$ cat config.mk
export PLATFORM = sky130hd
export DESIGN_NAME = dram_access_arbiter_flat
export DESIGN_NICKNAME = d
export VERILOG_FILES = /design/src/rtl/dram_arb_pkg.sv /design/src/rtl/dram_access_arbiter_if.sv /design/src/rtl/pi_host_port.sv /design/src/rtl/dram_access_arbiter.sv /design/src/flat_wrapper.sv
export SDC_FILE = /design/constraint.sdc
export NUM_CORES = 1
export LEC_CHECK = 0
export ABC_AREA = 1
export CAP_MARGIN = 0
export CORE_ASPECT_RATIO = 1.4
export CORE_UTILIZATION = 40
export CTS_BUF_LIST = sky130_fd_sc_hd__clkbuf_4 sky130_fd_sc_hd__clkbuf_8
export CTS_CLUSTER_SIZE = 28
export DETAILED_ROUTE_END_ITERATION = 6
export GPL_ROUTABILITY_DRIVEN = 0
export HOLD_SLACK_MARGIN = 0.15
export PLACE_DENSITY = 0.72
export SLEW_MARGIN = 25
export SYNTH_ARGS = -nofsm -noshare
export SYNTH_HDL_FRONTEND = slang
export SYNTH_SLANG_ARGS = --single-unit
export TNS_END_PERCENT = 100
$ cat constraint.sdc
create_clock -name gclk -period 3.2 [get_ports gclk]
set_clock_uncertainty 0.05 [all_clocks]
set_input_delay 0.64 -clock gclk [delete_from_list [all_inputs] [get_ports gclk]]
set_output_delay 0.64 -clock gclk [all_outputs]
set_load 0.03 [all_outputs]
$ cat src/rtl/dram_arb_pkg.sv
// dram_arb_pkg: shared types for the DRAM access arbiter.
package dram_arb_pkg;
    typedef enum logic [1:0] {IDLE, ACCESS, CAPTURE} state_e;
    typedef enum logic {REQ_PI, REQ_CPU} req_e;
    localparam int WAIT_W = 4;
endpackage

$ cat src/rtl/dram_access_arbiter_if.sv
// dram_access_arbiter_if: Pi host bus, CPU data port and data-RAM port bundle.
interface dram_access_arbiter_if #(parameter int AW = 8, parameter int DW = 8);
    logic          com_flag;
    logic          pi_strobe;
    logic          pi_wr;
    logic          pi_ad;
    logic [DW-1:0] pi_din;
    logic [DW-1:0] pi_dout;
    logic          pi_rvalid;
    logic          pi_busy;
    logic          pi_err;
    logic          cpu_req;
    logic          cpu_we;
    logic [AW-1:0] cpu_addr;
    logic [DW-1:0] cpu_wdata;
    logic          cpu_ack;
    logic [DW-1:0] cpu_rdata;
    logic          ram_we;
    logic [AW-1:0] ram_addr;
    logic [DW-1:0] ram_din;
    logic [DW-1:0] ram_dout;
    modport master (
        output com_flag, pi_strobe, pi_wr, pi_ad, pi_din, cpu_req, cpu_we, cpu_addr, cpu_wdata, ram_dout,
        input  pi_dout, pi_rvalid, pi_busy, pi_err, cpu_ack, cpu_rdata, ram_we, ram_addr, ram_din
    );
    modport slave (
        input  com_flag, pi_strobe, pi_wr, pi_ad, pi_din, cpu_req, cpu_we, cpu_addr, cpu_wdata, ram_dout,
        output pi_dout, pi_rvalid, pi_busy, pi_err, cpu_ack, cpu_rdata, ram_we, ram_addr, ram_din
    );
endinterface

$ cat src/rtl/pi_host_port.sv
// pi_host_port: Pi strobe decode, auto-incrementing address, single pending request and read return.
module pi_host_port #(
    parameter int AW       = 8,
    parameter int DW       = 8,
    parameter int AUTO_INC = 1
) (
    input  logic          clk,
    input  logic          rst,
    input  logic          strobe_i,
    input  logic          wr_i,
    input  logic          ad_i,
    input  logic [DW-1:0] din_i,
    input  logic          grant_i,
    input  logic          done_i,
    input  logic          cap_i,
    input  logic [DW-1:0] rdata_i,
    output logic          req_o,
    output logic          req_we_o,
    output logic [AW-1:0] req_addr_o,
    output logic [DW-1:0] req_data_o,
    output logic [DW-1:0] dout_o,
    output logic          rvalid_o,
    output logic          busy_o,
    output logic          err_o
);
    logic [AW-1:0] addr_q, req_addr_q;
    logic [DW-1:0] req_data_q, dout_q;
    logic          pend_q, busy_q, we_q, err_q, rvalid_q, held_q;
    logic          ld, rq, acc;

    assign ld  = strobe_i & wr_i & ad_i;
    assign rq  = strobe_i & ~(wr_i & ad_i);
    assign acc = rq & ~busy_q;

    // held_q: an address loaded mid-transfer must not be bumped by that transfer's completion
    always_ff @(posedge clk or posedge rst) begin
        if (rst) begin
            addr_q     <= '0;
            req_addr_q <= '0;
            req_data_q <= '0;
            dout_q     <= '0;
            pend_q     <= 1'b0;
            busy_q     <= 1'b0;
            we_q       <= 1'b0;
            err_q      <= 1'b0;
            rvalid_q   <= 1'b0;
            held_q     <= 1'b0;
        end else begin
            addr_q     <= ld ? din_i : (done_i && AUTO_INC != 0 && !held_q) ? addr_q + 1'b1 : addr_q;
            held_q     <= ld ? (busy_q & ~done_i) : done_i ? 1'b0 : held_q;
            pend_q     <= acc ? 1'b1 : grant_i ? 1'b0 : pend_q;
            busy_q     <= acc ? 1'b1 : done_i ? 1'b0 : busy_q;
            we_q       <= acc ? wr_i : we_q;
            req_addr_q <= acc ? addr_q : req_addr_q;
            req_data_q <= acc ? din_i : req_data_q;
            err_q      <= err_q | (rq & busy_q);
            rvalid_q   <= cap_i;
            dout_q     <= cap_i ? rdata_i : dout_q;
        end
    end

    assign req_o      = pend_q;
    assign req_we_o   = we_q;
    assign req_addr_o = req_addr_q;
    assign req_data_o = req_data_q;
    assign dout_o     = dout_q;
    assign rvalid_o   = rvalid_q;
    assign busy_o     = busy_q;
    assign err_o      = err_q;
endmodule

$ cat src/rtl/dram_access_arbiter.sv
// dram_access_arbiter: shares one sync single-port data RAM between the Pi host bus and the CPU data port.
module dram_access_arbiter
    import dram_arb_pkg::*;
#(
    parameter int AW       = 8,
    parameter int DW       = 8,
    parameter int AUTO_INC = 1,
    parameter int MAX_WAIT = 15
) (
    input logic                 gclk,
    input logic                 rst,
    dram_access_arbiter_if.slave bus
);
    state_e        state_q, state_d;
    req_e          own_q, own_d;
    logic [WAIT_W-1:0] wait_q, wait_d;
    logic          ram_we_q, cpu_ack_q;
    logic [AW-1:0] ram_addr_q;
    logic [DW-1:0] ram_din_q, cpu_rdata_q;
    logic          pi_req, pi_we;
    logic [AW-1:0] pi_addr;
    logic [DW-1:0] pi_data;
    logic          both, win_cpu, grant, fin, cap;

    pi_host_port #(.AW(AW), .DW(DW), .AUTO_INC(AUTO_INC)) u_pi (
        .clk       (gclk),
        .rst       (rst),
        .strobe_i  (bus.pi_strobe),
        .wr_i      (bus.pi_wr),
        .ad_i      (bus.pi_ad),
        .din_i     (bus.pi_din),
        .grant_i   (grant & ~win_cpu),
        .done_i    (fin & (own_q == REQ_PI)),
        .cap_i     (cap & (own_q == REQ_PI)),
        .rdata_i   (bus.ram_dout),
        .req_o     (pi_req),
        .req_we_o  (pi_we),
        .req_addr_o(pi_addr),
        .req_data_o(pi_data),
        .dout_o    (bus.pi_dout),
        .rvalid_o  (bus.pi_rvalid),
        .busy_o    (bus.pi_busy),
        .err_o     (bus.pi_err)
    );

    // com_flag==1 means Pi owns priority; a saturated wait counter hands the tie to the other side
    assign both    = pi_req & bus.cpu_req;
    assign win_cpu = both ? (bus.com_flag == (wait_q == WAIT_W'(MAX_WAIT))) : bus.cpu_req;
    assign grant   = (state_q == IDLE) && (pi_req || bus.cpu_req);
    assign cap     = state_q == CAPTURE;
    assign fin     = (state_q == ACCESS && ram_we_q) || cap;

    always_comb begin
        state_d = state_q;
        own_d   = own_q;
        wait_d  = wait_q;
        if (grant) begin
            state_d = ACCESS;
            own_d   = win_cpu ? REQ_CPU : REQ_PI;
            wait_d  = (win_cpu == bus.com_flag) ? '0 : both ? wait_q + 1'b1 : wait_q;
        end else if (state_q == ACCESS) begin
            state_d = ram_we_q ? IDLE : CAPTURE;
        end else if (state_q == CAPTURE) begin
            state_d = IDLE;
        end
    end

    always_ff @(posedge gclk or posedge rst) begin
        if (rst) begin
            state_q     <= IDLE;
            own_q       <= REQ_PI;
            wait_q      <= '0;
            ram_we_q    <= 1'b0;
            ram_addr_q  <= '0;
            ram_din_q   <= '0;
            cpu_ack_q   <= 1'b0;
            cpu_rdata_q <= '0;
        end else begin
            state_q     <= state_d;
            own_q       <= own_d;
            wait_q      <= wait_d;
            ram_we_q    <= grant && (win_cpu ? bus.cpu_we : pi_we);
            ram_addr_q  <= grant ? (win_cpu ? bus.cpu_addr : pi_addr) : ram_addr_q;
            ram_din_q   <= grant ? (win_cpu ? bus.cpu_wdata : pi_data) : ram_din_q;
            cpu_ack_q   <= fin && own_q == REQ_CPU;
            cpu_rdata_q <= (cap && own_q == REQ_CPU) ? bus.ram_dout : cpu_rdata_q;
        end
    end

    assign bus.ram_we    = ram_we_q;
    assign bus.ram_addr  = ram_addr_q;
    assign bus.ram_din   = ram_din_q;
    assign bus.cpu_ack   = cpu_ack_q;
    assign bus.cpu_rdata = cpu_rdata_q;
endmodule

$ cat src/flat_wrapper.sv
// flat-port wrapper written by rule: the top's interface ports become plain ports
module dram_access_arbiter_flat import dram_arb_pkg::*;
#(
    parameter int AW       = 8,
    parameter int DW       = 8,
    parameter int AUTO_INC = 1,
    parameter int MAX_WAIT = 15
)
  (gclk, rst, bus_com_flag, bus_pi_strobe, bus_pi_wr, bus_pi_ad, bus_pi_din, bus_cpu_req, bus_cpu_we, bus_cpu_addr, bus_cpu_wdata, bus_ram_dout, bus_pi_dout, bus_pi_rvalid, bus_pi_busy, bus_pi_err, bus_cpu_ack, bus_cpu_rdata, bus_ram_we, bus_ram_addr, bus_ram_din);
  dram_access_arbiter_if #(.AW(AW), .DW(DW)) bus_i ();
  input logic gclk;
  input logic rst;
  input wire logic [$bits(bus_i.com_flag)-1:0] bus_com_flag;
  input wire logic [$bits(bus_i.pi_strobe)-1:0] bus_pi_strobe;
  input wire logic [$bits(bus_i.pi_wr)-1:0] bus_pi_wr;
  input wire logic [$bits(bus_i.pi_ad)-1:0] bus_pi_ad;
  input wire logic [$bits(bus_i.pi_din)-1:0] bus_pi_din;
  input wire logic [$bits(bus_i.cpu_req)-1:0] bus_cpu_req;
  input wire logic [$bits(bus_i.cpu_we)-1:0] bus_cpu_we;
  input wire logic [$bits(bus_i.cpu_addr)-1:0] bus_cpu_addr;
  input wire logic [$bits(bus_i.cpu_wdata)-1:0] bus_cpu_wdata;
  input wire logic [$bits(bus_i.ram_dout)-1:0] bus_ram_dout;
  output wire logic [$bits(bus_i.pi_dout)-1:0] bus_pi_dout;
  output wire logic [$bits(bus_i.pi_rvalid)-1:0] bus_pi_rvalid;
  output wire logic [$bits(bus_i.pi_busy)-1:0] bus_pi_busy;
  output wire logic [$bits(bus_i.pi_err)-1:0] bus_pi_err;
  output wire logic [$bits(bus_i.cpu_ack)-1:0] bus_cpu_ack;
  output wire logic [$bits(bus_i.cpu_rdata)-1:0] bus_cpu_rdata;
  output wire logic [$bits(bus_i.ram_we)-1:0] bus_ram_we;
  output wire logic [$bits(bus_i.ram_addr)-1:0] bus_ram_addr;
  output wire logic [$bits(bus_i.ram_din)-1:0] bus_ram_din;
  assign bus_i.com_flag = bus_com_flag;
  assign bus_i.pi_strobe = bus_pi_strobe;
  assign bus_i.pi_wr = bus_pi_wr;
  assign bus_i.pi_ad = bus_pi_ad;
  assign bus_i.pi_din = bus_pi_din;
  assign bus_i.cpu_req = bus_cpu_req;
  assign bus_i.cpu_we = bus_cpu_we;
  assign bus_i.cpu_addr = bus_cpu_addr;
  assign bus_i.cpu_wdata = bus_cpu_wdata;
  assign bus_i.ram_dout = bus_ram_dout;
  assign bus_pi_dout = bus_i.pi_dout;
  assign bus_pi_rvalid = bus_i.pi_rvalid;
  assign bus_pi_busy = bus_i.pi_busy;
  assign bus_pi_err = bus_i.pi_err;
  assign bus_cpu_ack = bus_i.cpu_ack;
  assign bus_cpu_rdata = bus_i.cpu_rdata;
  assign bus_ram_we = bus_i.ram_we;
  assign bus_ram_addr = bus_i.ram_addr;
  assign bus_ram_din = bus_i.ram_din;
  dram_access_arbiter #(.AW(AW), .DW(DW), .AUTO_INC(AUTO_INC), .MAX_WAIT(MAX_WAIT)) u_core (.gclk(gclk), .rst(rst), .bus(bus_i));
endmodule
# Word level (Yosys, flattened, before mapping)
# Cells that the tools add are included.
[op_classes]
addsub = 2
eq_ne = 5
n_mux = 18
bitwise_logic = 17
reduce_logical = 17
[op_table]
columns = ["cell", "n"]
rows = [
  ["two-way mux 8 bit", 4],
  ["bitwise AND 1 bit", 11],
  ["nonzero test 2 bit", 5],
  ["adder 8 x 1 -> 8 bit (second input constant)", 1],
  ["two-way mux 1 bit", 8],
  ["two-way mux 2 bit", 4],
  ["two-way mux 4 bit", 2],
  ["logical AND 1 bit", 6],
  ["inverter 1 bit", 5],
  ["adder 4 x 1 -> 4 bit (second input constant)", 1],
  ["equality test 4 bit (second input constant)", 1],
  ["nonzero test 3 bit", 1],
  ["equality test 1 bit", 2],
  ["equality test 2 x 1 -> 1 bit (second input constant)", 1],
  ["equality test 2 bit (second input constant)", 1],
  ["logical NOT 2 bit", 1],
  ["logical OR 1 bit", 2],
  ["AND reduction 2 bit", 1],
  ["logical NOT 1 bit", 1],
  ["OR 1 bit", 1],
]
[totals]
regBits = 71
in_bits = 40
out_inout_bits = 37
wordCells = 77

# Longest topological paths before layout
# Gate-level depths: netlist (run 1).
[depth]
ltp_word = 7
ltp_mapped = 10
mapped_depth_nobuf = 10

# Hierarchy
# Synthesis (run 1) repeated with hierarchy kept, for this count alone.
[unflattened]
cells_unflattened = 345
hier_area_um2 = 3303.2
[modules_own_cells]
columns = ["mod", "instances", "cells_per_inst", "area_each_um2", "seq_area_each_um2"]
rows = [
  ["pi_host_port", 1, 181, 1766.7, 950.9],
  ["dram_access_arbiter", 1, 164, 1536.5, 825.8],
]

# Least setup slack after synthesis (run 1)
# Ideal clock, no wire load.
[synth_path]
path_type = "input to register"
from = "input port bus_com_flag"
to = "register u_core.ram_addr_q[0] (netlist: u_core.bus.ram_addr[0])"
setup_ps = 121
arrival_ps = 1347
required_ps = 3029
slack_ps = 1682
path_stages = 7
n_path_buf = 1
path_cell_list = "inv_1 -> nand4_1 -> nand3_4 -> nand2_4 -> buf_12 -> o21ai_2 -> o21ai_2"
[synth_via]
elab_chain_cells = 3
[synth_rtl]
columns = ["item", "line_no", "rtl"]
rows = [
  ["from (decl)", "flat_wrapper.sv:13", "input wire logic [$bits(bus_i.com_flag)-1:0] bus_com_flag;"],
  ["equality test 1 bit", "dram_access_arbiter.sv:48", "assign win_cpu = both ? (bus.com_flag == (wait_q == WAIT_W'(MAX_WAIT))) : bus.cpu_req;"],
  ["two-way mux 1 bit", "dram_access_arbiter.sv:48", ""],
  ["two-way mux 8 bit", "dram_access_arbiter.sv:83", "ram_addr_q <= grant ? (win_cpu ? bus.cpu_addr : pi_addr) : ram_addr_q;"],
  ["to (signal assigned)", "dram_access_arbiter.sv:83", ""],
  ["to (decl)", "dram_access_arbiter.sv:18", "logic [AW-1:0] ram_addr_q;"],
]
# Every way passes these cells.
# A chain may end at the register's enable or synchronous reset.

# Worst setup path after layout (run 1)
[layout_path]
from = "register u_core.u_pi.busy_q (netlist: u_core.u_pi.busy_o)"
to = "output port bus_pi_busy"
[layout_lines]
columns = ["item", "line_no", "rtl"]
rows = [
  ["from (decl)", "pi_host_port.sv:28", "logic pend_q, busy_q, we_q, err_q, rvalid_q, held_q;"],
  ["from (signal assigned)", "pi_host_port.sv:52", "busy_q <= acc ? 1'b1 : done_i ? 1'b0 : busy_q;"],
  ["to (decl)", "flat_wrapper.sv:25", "output wire logic [$bits(bus_i.pi_busy)-1:0] bus_pi_busy;"],
]
# No word-level cell between the ends.

==> impl_results.md, run 1 <==
* Count leader, synth: dfrtp_1
* Commonest cells post-synth: dfrtp_1, nand2_1, o21ai_0
* Worst Setup Start Kind: register
* Final Hold Vio Count at 0
* Gate power share at 8.4%
* Largest net degree at the start of global routing at 35
* Internal at 1.49 mW
* Max cap viols at 0
* Residual DRC at 0
* Final min period at 2120 ps
* Critical path peak fanout at 4
* Critical R2R Capture: u_core.bus.ram_din[4]
* Post-synth top area cell: dfrtp_1
* Max stage delay on crit path at 690 ps
* Power per cell area at 443 mW/mm^2
* Mean area per synthesized cell at 9.71 sq um
* WS Path Type: reg2out
* Post-Synthesis Cells at 340
* GRT Total Usage at 19.3%
* Initial core utilization at 41.8%
* Post-cts sizing count at 0
* Worst-skew pair later-pin latency at 340 ps
* Clk pwr share at 42.3%
* Die area at 0.00862 sq mm
* Root Driver: clkbuf_8
* CTS Buf Count at 9
* Vias post-DR at 2629
* Outcome: finished, final reports clean
* Total gr overflow at 0
* Reg2reg path depth at 6
* Max Slew Vio Count at 0
* Fillcell total at 747
* PortBufs at 76
* Crit path cell chain: clkdlybuf4s50_1
* Wire per inst at 14.4 um
* Crit path capture type: output pin
* Post-synth ARST share at 100%
* CTS hold repair buffers at 0
* Initial DRT Pass Iterations at 4
* Number of global-route vias before repair at 2613
* Delay-heaviest family, CP: buffers and inverters
* Worst Path Buf+Inv at 1
* Max IR drop VDD at 0.000253 V
* Setup crit start: u_core.u_pi.busy_o
* Core area at 0.00789 sq mm
* Distinct cells, synth at 33
* TritonCTS clock tree: yes
* PnR worst setup slack at 1080 ps
* Global-route wire length before repair at 12500 um
* Reg power frac at 49.3%
* ANT nets after route at 0
* N_diodes at 0
* FMAX at 471 MHz
* Hold path start: u_core.own_q
* Setup TNS at 0 ps
* Pre-CTS WS at 777 ps
* CTS sink cnt at 71
* Critical Path End: bus_pi_busy
* Final setup violation count at 0
* Yosys warning count at 0
* Flop2flop setup slack at 1360 ps
* P&R area growth vs syn at 31.3%
* CP max-delay cell: clkdlybuf4s50_1
* Slew margin rel. at 47.0%
* Synth area leaders: dfrtp_1, nand2_1, o21ai_0
* CTS clk-pin slew, worst paths at 70 ps
* RSZ-0062 raised after global routing: no
* Seq/Total Area, Yosys at 53.8%
* Nets at 463
* Post-synth EDFFs at 0
* Horiz. Die Dim at 78.8 um
* Cell area after synthesis at 0.00330 sq mm
* Row count at 38
* Worst endpoint required time at 2510 ps
* Static leakage at 2.02 nW
* Syn nets at 385
* Hpwl dp at 5720 um
* Clock buffer depth at 2
* Final period utilization at 66.4%
* Switching power at 0.426 mW
* Initial antenna violation count at 0
* Net Sw Frac at 22.2%
* Footprint of the multi-input gates at 0.00128 sq mm
* Reg-to-reg startpoint: u_core.state_q[1]
* Share of the synthesized area in the top cell type at 53.8%
* Yosys reg bits at 71
* Post-CTS Setup Inserts at 0
* Final WL at 7560 um
* Via density at 5.03
* Die H at 109 um
* Register area at 0.00178 sq mm
* H-tree depth at 3
* WP depth at 1
* Top_reg_cell synth: dfrtp_1
* # IOs at 77
* Fraction of layout cells with a size suffix above 1 at 15.4%
* HP Class: reg2reg
* First DRT Iteration DRCs at 127
* Crit path DAT at 1430 ps
* Worst Tran Pin Value at 795 ps
==> stage by stage <==
step,cell area (sq um),instances,util [%],hold WS [ps],total power [mW]
6_report,4330,523,54.9,422,1.92
2_1_floorplan,3300,340,-,386,1.05
4_1_cts,4330,523,54.9,422,1.94
5_1_grt,4330,523,54.9,448,2.00
3_5_place_dp,4100,507,52.0,409,1.12
3_3_place_gp,4100,507,52.0,395,1.12
==> cell type report <==
cell class	instances	area share (%)
clock buffers	13	3.84
clock inverters	3	1.50
repair buffers	79	18.1
inverters	35	3.06
multi-input cells	222	29.6
well taps	100	2.89
flip-flops and latches	71	41.0
==> sequential cells by signal (all words and copies together), names as in the netlist <==
register                flops
u_core.bus.cpu_rdata        8
u_core.bus.ram_addr         8
u_core.bus.ram_din          8
u_core.u_pi.addr_q          8
u_core.u_pi.dout_o          8
u_core.u_pi.req_addr_o      8
u_core.u_pi.req_data_o      8
u_core.wait_q               4
u_core.state_q              2
u_core.bus.cpu_ack          1
u_core.bus.ram_we           1
u_core.own_q                1
u_core.u_pi.busy_o          1
u_core.u_pi.err_o           1
u_core.u_pi.held_q          1
u_core.u_pi.req_o           1
u_core.u_pi.req_we_o        1
u_core.u_pi.rvalid_o        1
==> cell usage in the layout, fill, tap and decap left out, types with 2 or more instances in the layout <==
cell,instances
a21oi_1,19
a21oi_2,2
buf_4,3
bufinv_16,2
clkbuf_4,2
clkbuf_8,11
clkdlybuf4s50_1,76
clkinv_2,2
dfrtp_1,71
ha_1,5
inv_1,31
inv_2,3
mux2_2,8
nand2_1,70
nand2_2,4
nand2_4,2
nand3_1,7
nand3_2,3
nand4_1,7
nor2_1,8
o211ai_1,5
o21ai_0,42
o21ai_1,9
o21ai_2,18
o22ai_1,2
xor2_1,4
==> power by group through the flow <==
| stage | Clock [mW] | Sequential, mW | Combinational [mW] |
|---|---|---|---|
| 3_3_place_gp | 0 | 0.961 | 0.160 |
| 3_5_place_dp | 0 | 0.962 | 0.162 |
| 4_1_cts | 0.832 | 0.944 | 0.164 |
| 5_1_grt | 0.868 | 0.948 | 0.183 |
| 2_1_floorplan | 0 | 0.950 | 0.0958 |
| 6_report | 0.812 | 0.945 | 0.162 |
==> worst min path at each step <==
stage,slack (ps),cells past startpoint,endpoint
after floorplan,390,1,u_core.u_pi.rvalid_o
after global placement,400,1,u_core.u_pi.rvalid_o
after detailed placement,410,1,u_core.u_pi.rvalid_o
after CTS,420,1,u_core.u_pi.rvalid_o
after global routing,450,1,u_core.u_pi.err_o
final,420,1,u_core.u_pi.rvalid_o
==> worst reg2reg max path: cells and delay by family (launching register included) <==
family	cells	cell delay, ps
flops	1	390
buf+inv	2	690
compound gates	3	460
fa+ha+maj	1	180
==> metal layers <==
layer / track usage (%) / wire length (um)
met1: 22.7 / 3150
met2: 33.8 / 3960
met3: 2.74 / 268
met4: 10.7 / 181
met5: 0 / 0
==> logic make-up after synthesis <==
kind of cell | count (synthesis) | synth area share, %
buffers and inverters | 47 | 7.28
xor gates and xnor gates | 5 | 1.33
AOI/OAI and AO/OA | 100 | 18.3
adders and majority gates | 5 | 1.90
and+or+nand+nor | 104 | 14.7
DFF | 71 | 53.8
muxes | 8 | 2.73
(Power assumes the default switching activity.)
==> run 2: changes to the inputs <==
==> constraint.sdc (replaced) <==
create_clock -name gclk -period 2.1 [get_ports gclk]
set_clock_uncertainty 0.05 [all_clocks]
set_input_delay 0.42 -clock gclk [delete_from_list [all_inputs] [get_ports gclk]]
set_output_delay 0.42 -clock gclk [all_outputs]
set_load 0.03 [all_outputs]
==> run 2 against run 1 <==
Compared with the run above: critical path type unchanged; critical path depth unchanged; die area unchanged; global-route usage decreased by 0.22 points; flip-flop and latch count unchanged; clock-buffer cell count decreased by 4; largest power group unchanged; highest routed layer unchanged; sequential share of layout area decreased by 0.78 points; first-iteration DRC count increased by 50%; largest cell class unchanged; cell count increased by 1.7%; hold slack got worse by 28 ps; register-to-register slack got worse by 1100 ps; sequential power increased by 52%; clock power increased by 48%.
==> impl_results.md, run 2 (same netlist as run 1, synthesis figures left out) <==
* Largest net degree at the start of global routing at 29
* ANT nets after route at 0
* Crit path DAT at 1450 ps
* Max IR drop VDD at 0.000382 V
* Pre-CTS WS at 94.1 ps
* Die area at 0.00862 sq mm
* # IOs at 77
* Setup crit start: u_core.u_pi.busy_o
* Number of global-route vias before repair at 2655
* Crit path cell chain: clkdlybuf4s50_1
* Worst-skew pair later-pin latency at 340 ps
* Static leakage at 2.06 nW
* Initial DRT Pass Iterations at 4
* Outcome: finished, final reports clean
* N_diodes at 0
* WS Path Type: reg2out
* Worst Setup Start Kind: register
* Crit path capture type: output pin
* First DRT Iteration DRCs at 190
* Final min period at 1920 ps
* Worst Path Buf+Inv at 1
* CTS sink cnt at 71
* Reg-to-reg startpoint: u_core.state_q[1]
* Post-CTS Setup Inserts at 0
* Post-cts sizing count at 0
* Max cap viols at 0
* HP Class: in2async
* Critical path peak fanout at 4
* Core area at 0.00789 sq mm
* H-tree depth at 3
* GRT Total Usage at 19.1%
* CTS clk-pin slew, worst paths at 80 ps
* Nets at 472
* CP max-delay cell: clkdlybuf4s50_1
* Via density at 5.05
* Max stage delay on crit path at 690 ps
* TritonCTS clock tree: yes
* Horiz. Die Dim at 78.8 um
* Delay-heaviest family, CP: buffers and inverters
* Final setup violation count at 0
* Final Hold Vio Count at 0
* Final period utilization at 91.3%
* Initial antenna violation count at 0
* CTS hold repair buffers at 0
* Hpwl dp at 5670 um
* Worst Tran Pin Value at 485 ps
* Global-route wire length before repair at 12400 um
* Slew margin rel. at 67.6%
* Initial core utilization at 41.8%
* Setup TNS at 0 ps
* Die H at 109 um
* PnR Total Power at 2.90 mW
* Row count at 38
* Commonest cells after routing, fill and taps aside: clkdlybuf4s50_1, dfrtp_1, nand2_1
* CTS Buf Count at 9
* Fraction of layout cells with a size suffix above 1 at 17.1%
* PortBufs at 76
* Final WL at 7450 um
* Total gr overflow at 0
* P&R area growth vs syn at 33.8%
* Wire per inst at 14.0 um
* Worst endpoint required time at 1630 ps
* Root Driver: clkbuf_8
* Most common cell after layout, fill and taps aside: clkdlybuf4s50_1
* Power per cell area at 656 mW/mm^2
* RSZ-0062 raised after global routing: no
* Residual DRC at 0
* PnR worst setup slack at 183 ps
* Clock buffer depth at 2
* Vias post-DR at 2689
* Max Slew Vio Count at 0
* FMAX at 522 MHz
-- run 2: changes by cell type in the layout (fill, tap and decap cells not counted), sizes merged --
cell	delta
clkbuf	-4
buf	+9
clkinv	+1
inv	+1
clkinvlp	+2
-- run 2: cell type report --
class	instances	area [sq um]
fill	694	3480
inverter	35	136
clock inverter	7	95.1
tap	100	125
multi-input combinational	222	1280
clock buffer	9	124
sequential	71	1780
timing repair buffer	88	876
-- run 2: stage by stage --
| step | util (%) | hold slack, ps | instance area, sq um | cells |
|---|---|---|---|---|
| 2_1_floorplan | - | 386 | 3300 | 340 |
| 3_3_place_gp | 53.2 | 408 | 4200 | 516 |
| 3_5_place_dp | 53.2 | 410 | 4200 | 516 |
| 4_1_cts | 56.0 | 399 | 4420 | 532 |
| 5_1_grt | 56.0 | 433 | 4420 | 532 |
| 6_report | 56.0 | 394 | 4420 | 532 |
-- run 2: path summary, 6_finish.rpt --
check | endpoint | slack (ps) | depth (start not counted)
hold reg to reg | u_core.u_pi.rvalid_o | 430 | 1
hold / removal | u_core.u_pi.dout_o[0] | 390 | 2
max in group asynchronous | u_core.u_pi.req_data_o[5] | 1120 | 3
setup / recovery | bus_pi_busy | 180 | 1
setup reg to reg | u_core.u_pi.addr_q[6] | 280 | 10
min in group gclk | u_core.u_pi.rvalid_o | 430 | 1
-- run 2: per-layer routing --
| metal | up-vias | GRT usage [%] | wire length (um) |
|---|---|---|---|
| li1 | 1309 | - | - |
| met1 | 1274 | 23.1 | 3100 |
| met2 | 86 | 32.2 | 3810 |
| met3 | 20 | 3.07 | 299 |
| met4 | 0 | 10.8 | 243 |
| met5 | - | 0 | 0 |
-- run 2: where the power goes --
| part | switching (mW) | internal (mW) | total [mW] |
|---|---|---|---|
| clock network | 0.524 | 0.672 | 1.20 |
| logic | 0.134 | 0.125 | 0.259 |
| registers | 0.0420 | 1.40 | 1.44 |
